File: config.mk
export PLATFORM = sky130hd
export DESIGN_NAME = pll_phase_ctrl
export DESIGN_NICKNAME = d
export VERILOG_FILES = /design/src/rtl/pll_phase_ctrl.sv
export SDC_FILE = /design/constraint.sdc
export NUM_CORES = 1
export LEC_CHECK = 0
export CORE_MARGIN = 5
export CORE_UTILIZATION = 36
export CTS_CLUSTER_DIAMETER = 50
export DETAILED_ROUTE_END_ITERATION = 12
export PLACE_DENSITY = 0.66
export SYNTH_ARGS = -nofsm -noshare
export SYNTH_HDL_FRONTEND = slang
export SYNTH_SLANG_ARGS = --single-unit
File: constraint.sdc
create_clock -name clkin -period 4.05 [get_ports clkin]
set_input_delay 1.0125 -clock clkin [delete_from_list [all_inputs] [get_ports clkin]]
set_output_delay 1.0125 -clock clkin [all_outputs]
set_load 0.01 [all_outputs]
File: src/rtl/pll_phase_ctrl.sv
`timescale 1ns/1ps
`default_nettype none
// pll_phase_ctrl: lock filter plus FSM that sequences PLL PHASESTEP pulses for a selected output.
// Optional feature macro: PLL_AUTO_RELOCK_EN (automatic PLL reset and relock on loss of lock).
// Revision: 1.0
module pll_phase_ctrl #(
  parameter int NUM_OUTPUTS        = 4,
  parameter int STEP_PULSE_CYCLES  = 4,
  parameter int SETTLE_CYCLES      = 8,
  parameter int LOCK_FILTER_CYCLES = 16,
  parameter int RST_CYCLES         = 16,
  parameter int RELOCK_TIMEOUT     = 4096
) (
  input  logic       clkin,
  input  logic       rst,
  input  logic       req_valid,
  output logic       req_ready,
  input  logic [1:0] req_sel,
  input  logic       req_dir,
  input  logic [7:0] req_steps,
  output logic       done,
  output logic       err_sel,
  output logic       err_abort,
  output logic       busy,
  input  logic       pll_lock,
  output logic       locked,
  output logic [1:0] pll_phasesel,
  output logic       pll_phasedir,
  output logic       pll_phasestep,
  output logic       pll_phaseloadreg,
  output logic       pll_rst,
  output logic [7:0] relock_count
);

  localparam int TM0  = (STEP_PULSE_CYCLES > SETTLE_CYCLES) ? STEP_PULSE_CYCLES : SETTLE_CYCLES;
  localparam int TM1  = (TM0 > RST_CYCLES) ? TM0 : RST_CYCLES;
  localparam int TM2  = (TM1 > RELOCK_TIMEOUT) ? TM1 : RELOCK_TIMEOUT;
  localparam int TMAX = (TM2 > 2) ? TM2 : 2;
  localparam int TW   = $clog2(TMAX);
  localparam int FW   = (LOCK_FILTER_CYCLES > 1) ? $clog2(LOCK_FILTER_CYCLES) : 1;

  localparam logic [TW-1:0] SETUP_LAST  = TW'(1);
  localparam logic [TW-1:0] STEP_LAST   = TW'(STEP_PULSE_CYCLES - 1);
  localparam logic [TW-1:0] SETTLE_LAST = TW'(SETTLE_CYCLES - 1);
  localparam logic [FW-1:0] FILT_LAST   = FW'(LOCK_FILTER_CYCLES - 1);
  localparam logic [2:0]    NUM_SEL     = 3'(NUM_OUTPUTS);

  localparam logic [2:0] IDLE    = 3'd0;
  localparam logic [2:0] SETUP   = 3'd1;
  localparam logic [2:0] STEP_LO = 3'd2;
  localparam logic [2:0] STEP_HI = 3'd3;
  localparam logic [2:0] SETTLE  = 3'd4;
`ifdef PLL_AUTO_RELOCK_EN
  localparam logic [2:0] RELOCK  = 3'd5;
  localparam logic [TW-1:0] RST_LAST     = TW'(RST_CYCLES - 1);
  localparam logic [TW-1:0] TIMEOUT_LAST = TW'(RELOCK_TIMEOUT - 1);
`endif

  logic          sync_meta, sync_lock, filt_ok;
  logic [FW-1:0] filt_cnt;
  logic [2:0]    state, state_next;
  logic [TW-1:0] timer;
  logic          timer_clr;
  logic [7:0]    steps_left;
  logic          accept, sel_ok, steps_nz, abort;

  assign locked           = filt_ok & sync_lock;
  assign accept           = req_valid & req_ready;
  assign sel_ok           = {1'b0, req_sel} < NUM_SEL;
  assign steps_nz         = req_steps != 8'd0;
  assign abort            = !locked && (state inside {SETUP, STEP_LO, STEP_HI, SETTLE});
  assign pll_phaseloadreg = 1'b1;

  // Locked drops as soon as the synchronised sample drops; rising needs the full filter run.
  always_ff @(posedge clkin or posedge rst) begin
    if (rst) begin
      sync_meta <= 1'b0;
      sync_lock <= 1'b0;
      filt_cnt  <= '0;
      filt_ok   <= 1'b0;
    end else begin
      sync_meta <= pll_lock;
      sync_lock <= sync_meta;
      if (!sync_lock) begin
        filt_cnt <= '0;
        filt_ok  <= 1'b0;
      end else if (!filt_ok) begin
        if (filt_cnt == FILT_LAST) filt_ok <= 1'b1;
        else                       filt_cnt <= filt_cnt + FW'(1);
      end
    end
  end

`ifdef PLL_AUTO_RELOCK_EN
  logic locked_d, relock_wait, relock_wait_next;
  logic [7:0] relock_cnt;
  assign relock_count = relock_cnt;

  always_ff @(posedge clkin or posedge rst) begin
    if (rst) begin
      locked_d    <= 1'b0;
      relock_wait <= 1'b0;
      relock_cnt  <= 8'd0;
    end else begin
      locked_d    <= locked;
      relock_wait <= relock_wait_next;
      if (state == RELOCK && !relock_wait && timer == '0 && relock_cnt != 8'hFF)
        relock_cnt <= relock_cnt + 8'd1;
    end
  end
`else
  assign relock_count = 8'd0;
`endif

  always_ff @(posedge clkin or posedge rst) begin
    if (rst) begin
      state        <= IDLE;
      timer        <= '0;
      steps_left   <= 8'd0;
      pll_phasesel <= 2'd0;
      pll_phasedir <= 1'b0;
      done         <= 1'b0;
      err_sel      <= 1'b0;
    end else begin
      state   <= state_next;
      timer   <= (timer_clr || state == IDLE) ? '0 : timer + TW'(1);
      done    <= (accept && sel_ok && !steps_nz) ||
                 (state == SETTLE && timer == SETTLE_LAST && locked);
      err_sel <= accept && !sel_ok;
      if (accept && sel_ok && steps_nz) begin
        pll_phasesel <= req_sel;
        pll_phasedir <= req_dir;
        steps_left   <= req_steps;
      end else if (state == STEP_HI && timer == STEP_LAST) begin
        steps_left <= steps_left - 8'd1;
      end
    end
  end

  always_comb begin
    state_next = state;
    timer_clr  = 1'b0;
`ifdef PLL_AUTO_RELOCK_EN
    relock_wait_next = relock_wait;
`endif
    case (state)
      IDLE: begin
`ifdef PLL_AUTO_RELOCK_EN
        if (locked_d && !locked) state_next = RELOCK;
        else
`endif
        if (accept && sel_ok && steps_nz) state_next = SETUP;
      end
      SETUP:   if (timer == SETUP_LAST) state_next = STEP_LO;
      STEP_LO: if (timer == STEP_LAST)  state_next = STEP_HI;
      STEP_HI: if (timer == STEP_LAST)  state_next = (steps_left == 8'd1) ? SETTLE : STEP_LO;
      SETTLE:  if (timer == SETTLE_LAST) state_next = IDLE;
`ifdef PLL_AUTO_RELOCK_EN
      RELOCK: begin
        if (!relock_wait) begin
          if (timer == RST_LAST) begin
            relock_wait_next = 1'b1;
            timer_clr        = 1'b1;
          end
        end else if (locked) begin
          state_next = IDLE;
        end else if (timer == TIMEOUT_LAST) begin
          relock_wait_next = 1'b0;
          timer_clr        = 1'b1;
        end
      end
`endif
      default: state_next = IDLE;
    endcase
    if (abort) begin
`ifdef PLL_AUTO_RELOCK_EN
      state_next = RELOCK;
`else
      state_next = IDLE;
`endif
    end
`ifdef PLL_AUTO_RELOCK_EN
    if (state_next == RELOCK && state != RELOCK) relock_wait_next = 1'b0;
`endif
    if (state_next != state) timer_clr = 1'b1;
  end

  // PHASESTEP is released in the very cycle lock loss is seen, before the state moves.
  always_comb begin
    busy          = state != IDLE;
    req_ready     = (state == IDLE) && locked;
    pll_phasestep = !(state == STEP_LO && locked);
    err_abort     = abort;
`ifdef PLL_AUTO_RELOCK_EN
    pll_rst       = (state == RELOCK) && !relock_wait;
`else
    pll_rst       = 1'b0;
`endif
  end

endmodule
`default_nettype wire

* Word-level counts from Yosys, hierarchy flattened
Cells that the tools add are included. W data, S select, Z words.
Operators by class: add/sub/neg operators 3, equal/unequal tests 12, multiplexer cells 18, bitwise logic cells 2, reductions and logical operators 19
Operators with widths (number):
- $mux W3 | 7
- $mux W8 | 2
- $pmux W3 S5 | 1
- $add A12 B1 Y12 const B | 1
- $eq A12 B1 Y1 const B | 1
- $eq A12 B2 Y1 const B | 1
- $eq A12 B3 Y1 const B | 1
- $mux W12 | 1
- $mux W4 | 3
- $eq A8 B1 Y1 const B | 1
- $logic_and A1 B1 Y1 | 8
- $reduce_bool A8 Y1 | 1
- $sub A8 B1 Y8 const B | 1
- $eq A3 B2 Y1 const B | 2
- $add A4 B1 Y4 const B | 1
- $eq A4 B4 Y1 const B | 1
- $mux W1 | 4
- $ne A2 B2 Y1 const B | 2
- $reduce_bool A4 Y1 | 1
- $eq A3 B1 Y1 const B | 1
- $eq A3 B3 Y1 const B | 1
- $logic_not A1 Y1 | 3
- $logic_not A3 Y1 | 1
- $ne A3 B3 Y1 | 1
- other kinds (5) | 7
Storage, ports and cells: register bits after elaboration 34, bits of input ports 15, word-level logic and storage cells 64

* Depth between registers and ports, before layout
depth in word-level cells 11, mapped depth 6, mapped depth without buffers 6

* Worst setup path after synthesis
No wires, ideal clock.
path type input-to-reg, from input port req_steps[4], to register timer[2], library setup time 0.101 ns, data arrival time 2.221 ns, path slack 1.728 ns, cell stages on the path 4, buffers on the path 0, cells stage by stage or4_1 -> o211ai_2 -> a21boi_1 -> nor4_1
On the way: cells in the longest elaborated chain, start to end 9
RTL lines:
- start, declared | line 20 | input logic [7:0] req_steps,
- $reduce_bool A8 Y1 | line 70 | assign steps_nz = req_steps != 8'd0;
- $logic_and A1 B1 Y1 | line 152 | if (accept && sel_ok && steps_nz) state_next = SETUP;
- $mux W3 | line 152
- $pmux W3 S5 | line 146 | case (state)
- $mux W3 | line 175 | if (abort) begin
- $ne A3 B3 Y1 | line 185 | if (state_next != state) timer_clr = 1'b1;
- $mux W1 | line 185
- $logic_or A1 B1 Y1 | line 126 | timer <= (timer_clr || state == IDLE) ? '0 : timer + TW'(1);
- $mux W12 | line 126
- end signal, assigned | line 126
- end, declared | line 62 | logic [TW-1:0] timer;
Every way passes these cells. A chain may end at the register's enable or synchronous reset.

* Final worst setup path
Ends and elaborated chain as after synthesis.

==> results.md <==
* RSZ-0062 raised after global routing: false
* Area contributors post-synth: dfrtp_1 43%, buf_4 4.5%, nand2_1 3.9%
* DR iter-0 viols at 36
* Top FF cell, synth: dfrtp_1
* Worst hold path class: reg2reg
* Nets@finish at around 260
* Post-route ant nets at 0
* Vias in the first global route at roughly 1,500
* Boundary pin count at 35
* Yosys top cell by area: dfrtp_1
* #FFs+latches synth at 34
* Drt wl/cell at 13.1 µm
* Outcome: complete, no violations
* Post-Syn Area at 2000 µm²
* Pleak at between 0.9 and 1 nW
* Grt ovf at 0
* Drt pass-1 iters at 4
* Clock sinks at 34
* Num CTS Buffers at 5
* Synth-to-Final Area Change at 17.1%
* Async SR Flop Fraction at 100%
* Final setup TNS at 0 ns
* Hold violation total from the final report at 0
* Post-synth EDFFs at 0
* Initial core utilization at 36.7%
* Worst VDD drop at 0.200 mV
* Root Driver: clkbuf_8
* Vias per std cell at 5.07
* Worst EP required at 4.23 ns
* Core Util, Final at approximately 43%
* Max Slew Vio Count at 0
* Global-route wire length before repair at 6970 µm
* Area of the core at 5440 µm²
* Total GRT Usage at 11.8%
* WL final at 4050 µm
* Final setup vio count at 0
* Gpl congestion at 0.779
* Crit Path Class: in2reg
* Pwr Total at 640 µW
* Yosys top cell area share at 42.6%
* Worst path bufs/invs at 1
* Via count at 1,563
* N_diodes at 0
* CP Capture Type: flip-flop
* Pwr dens at 274 nW/µm²
* Cts repair resizes at 0
* FP Rows at 27
* Die Y at 84.5 µm
* Buffers on Ports at 23
* Largest net degree at the start of global routing at 35
* Initial antenna violation count at 0
* Clock slew at reported path FFs at 0.07 ns
* Clk Latency, worst-skew pair at 0.28 ns
* Post-route minimum period at between 2 and 3 ns
* Final hold slack at 0.351 ns
* Dpl hpwl at between 2000 and 3000 µm
* Worst Path Max Fanout at 14
* CP Cell Sequence: clkdlybuf4s50_1 -> or4_1 -> o211ai_2 -> a21boi_1 -> nor4_1
* CP max stage delay at ~0.59 ns
* Crit share post-route at roughly 73%
* Count of cell types in the netlist at 46
* DR DRC count at 0
* WP data arrival at approximately 3.1 ns
* Register area share after synthesis at 42.6%
* Worst Max-Slew Pin Slew at 0.658 ns
* Mapped Avg Cell Area at 9.41 µm²
* Worst relative slew slack at 55.8%
* Fmax at 340 MHz
* CP max-delay cell: or4_1
* DIE WIDTH at around 84 µm
* Clock Tree Buf Depth at 2
* Synth Instances at 212
* Synth warn at 0
* # H-tree levels at 2
* Startpoint types: input port
* CTS tree: built
* Die area at 7130 µm²
* Clock Skews at between 0.006 and 0.007 ns
* Total setup buffers inserted after CTS at 0
* Max cap viols at 0
* Top delay family on crit path: simple AND/OR/NAND/NOR gates
* Hold Buf Count CTS at 0
* Layout cells sized above 1 at 10.2%
## routing by layer
| metal | vias up | routed length, µm | global-route usage (%) |
|---|---|---|---|
| met5 | - | 0 | 0 |
| met1 | 757 | 1960 | 15.7 |
| li1 | 774 | - | - |
| met3 | 4 | 229 | 4.51 |
| met2 | 28 | 1830 | 18.1 |
| met4 | 0 | 27 | 3.17 |
## final cells by class
class	count	area (µm²)
Tap cell	72	90.1
Sequential cell	34	851
Inverter	13	48.8
Timing Repair Buffer	24	238
Clock buffer	6	82.6
Fill cell	537	3100
Clock inverter	2	12.5
Multi-Input combinational cell	157	1010
## power breakdown
group	internal, mW	switching (mW)	total (mW)
Clock	0.137	0.124	0.261
Combinational	0.0157	0.0178	0.0336
Sequential	0.343	0.00282	0.346
## cells by family after synthesis
family	share of synthesized area [%]
adders and majority gates	3.64
DFF	42.6
AOI/OAI and AO/OA	9.40
xor gates and xnor gates	4.39
buffers and inverters	8.28
muxes	3.26
and+or+nand+nor	28.0
other	0.376
## layout by cell type (no fill, tap or decap), drive strengths merged, types with 6 or more instances in the layout
cell type,instances
clkbuf,6
clkdlybuf4s50,23
conb,11
dfrtp,34
inv,13
nand2,21
nand3,11
nand4,8
nor2,21
nor4,8
o211ai,8
o21ai,7
or3,7
xnor2,6
## worst reg2reg max path, cell delays in order (launching register included)
cell and delay, ns:
dfrtp_1 0.47, nor4_4 0.58, nand4_4 0.23, or3_1 0.40
a31oi_1 0.17
## flip-flops by register name, indices dropped and copies added, names as in the netlist
register	cells
steps_left	8
sync_lock	1
filt_cnt	4
state	3
timer	12
pll_phasedir	1
pll_phasesel	2
done	1
filt_ok	1
sync_meta	1
## worst paths after layout
path                                          start                        end  slack, ns  depth (start not counted)
worst max-delay path                   req_steps[4]         timer[2]$_DFF_PP0_       1.10                          5
worst min register to register  sync_meta$_DFF_PP0_        sync_lock$_DFF_PP0_       0.35                          0
worst min-delay path            sync_meta$_DFF_PP0_        sync_lock$_DFF_PP0_       0.35                          0
worst max register to register   timer[3]$_DFF_PP0_  steps_left[6]$_DFFE_PP0P_       2.12                          4
min in group asynchronous                       rst    filt_cnt[0]$_DFFE_PP0P_       1.12                          3
max in group asynchronous                       rst         state[0]$_DFF_PP0_       2.61                          3
## through the flow
step                instances  instance area, µm²  setup WS [ns]
floorplan                 221                2030           1.73
global placement          300                2240          0.817
detailed placement        300                2240          0.792
CTS                       308                2340           1.08
global route              308                2340          0.901
finish                    308                2340           1.10
## cells in the mapped netlist, types with 3 or more instances
library cell	n
dfrtp_1	34
nand2_1	21
nor2_1	21
inv_1	13
buf_4	12
nand3_1	11
nand4_1	7
o211ai_1	7
or3_1	7
nor4_1	6
o21ai_0	6
xnor2_1	6
ha_1	5
and3_1	4
mux2_2	4
xor2_1	4
a21oi_1	3
clkbuf_1	3
nor3_1	3
No activity file was read; power rests on OpenSTA's default activity.
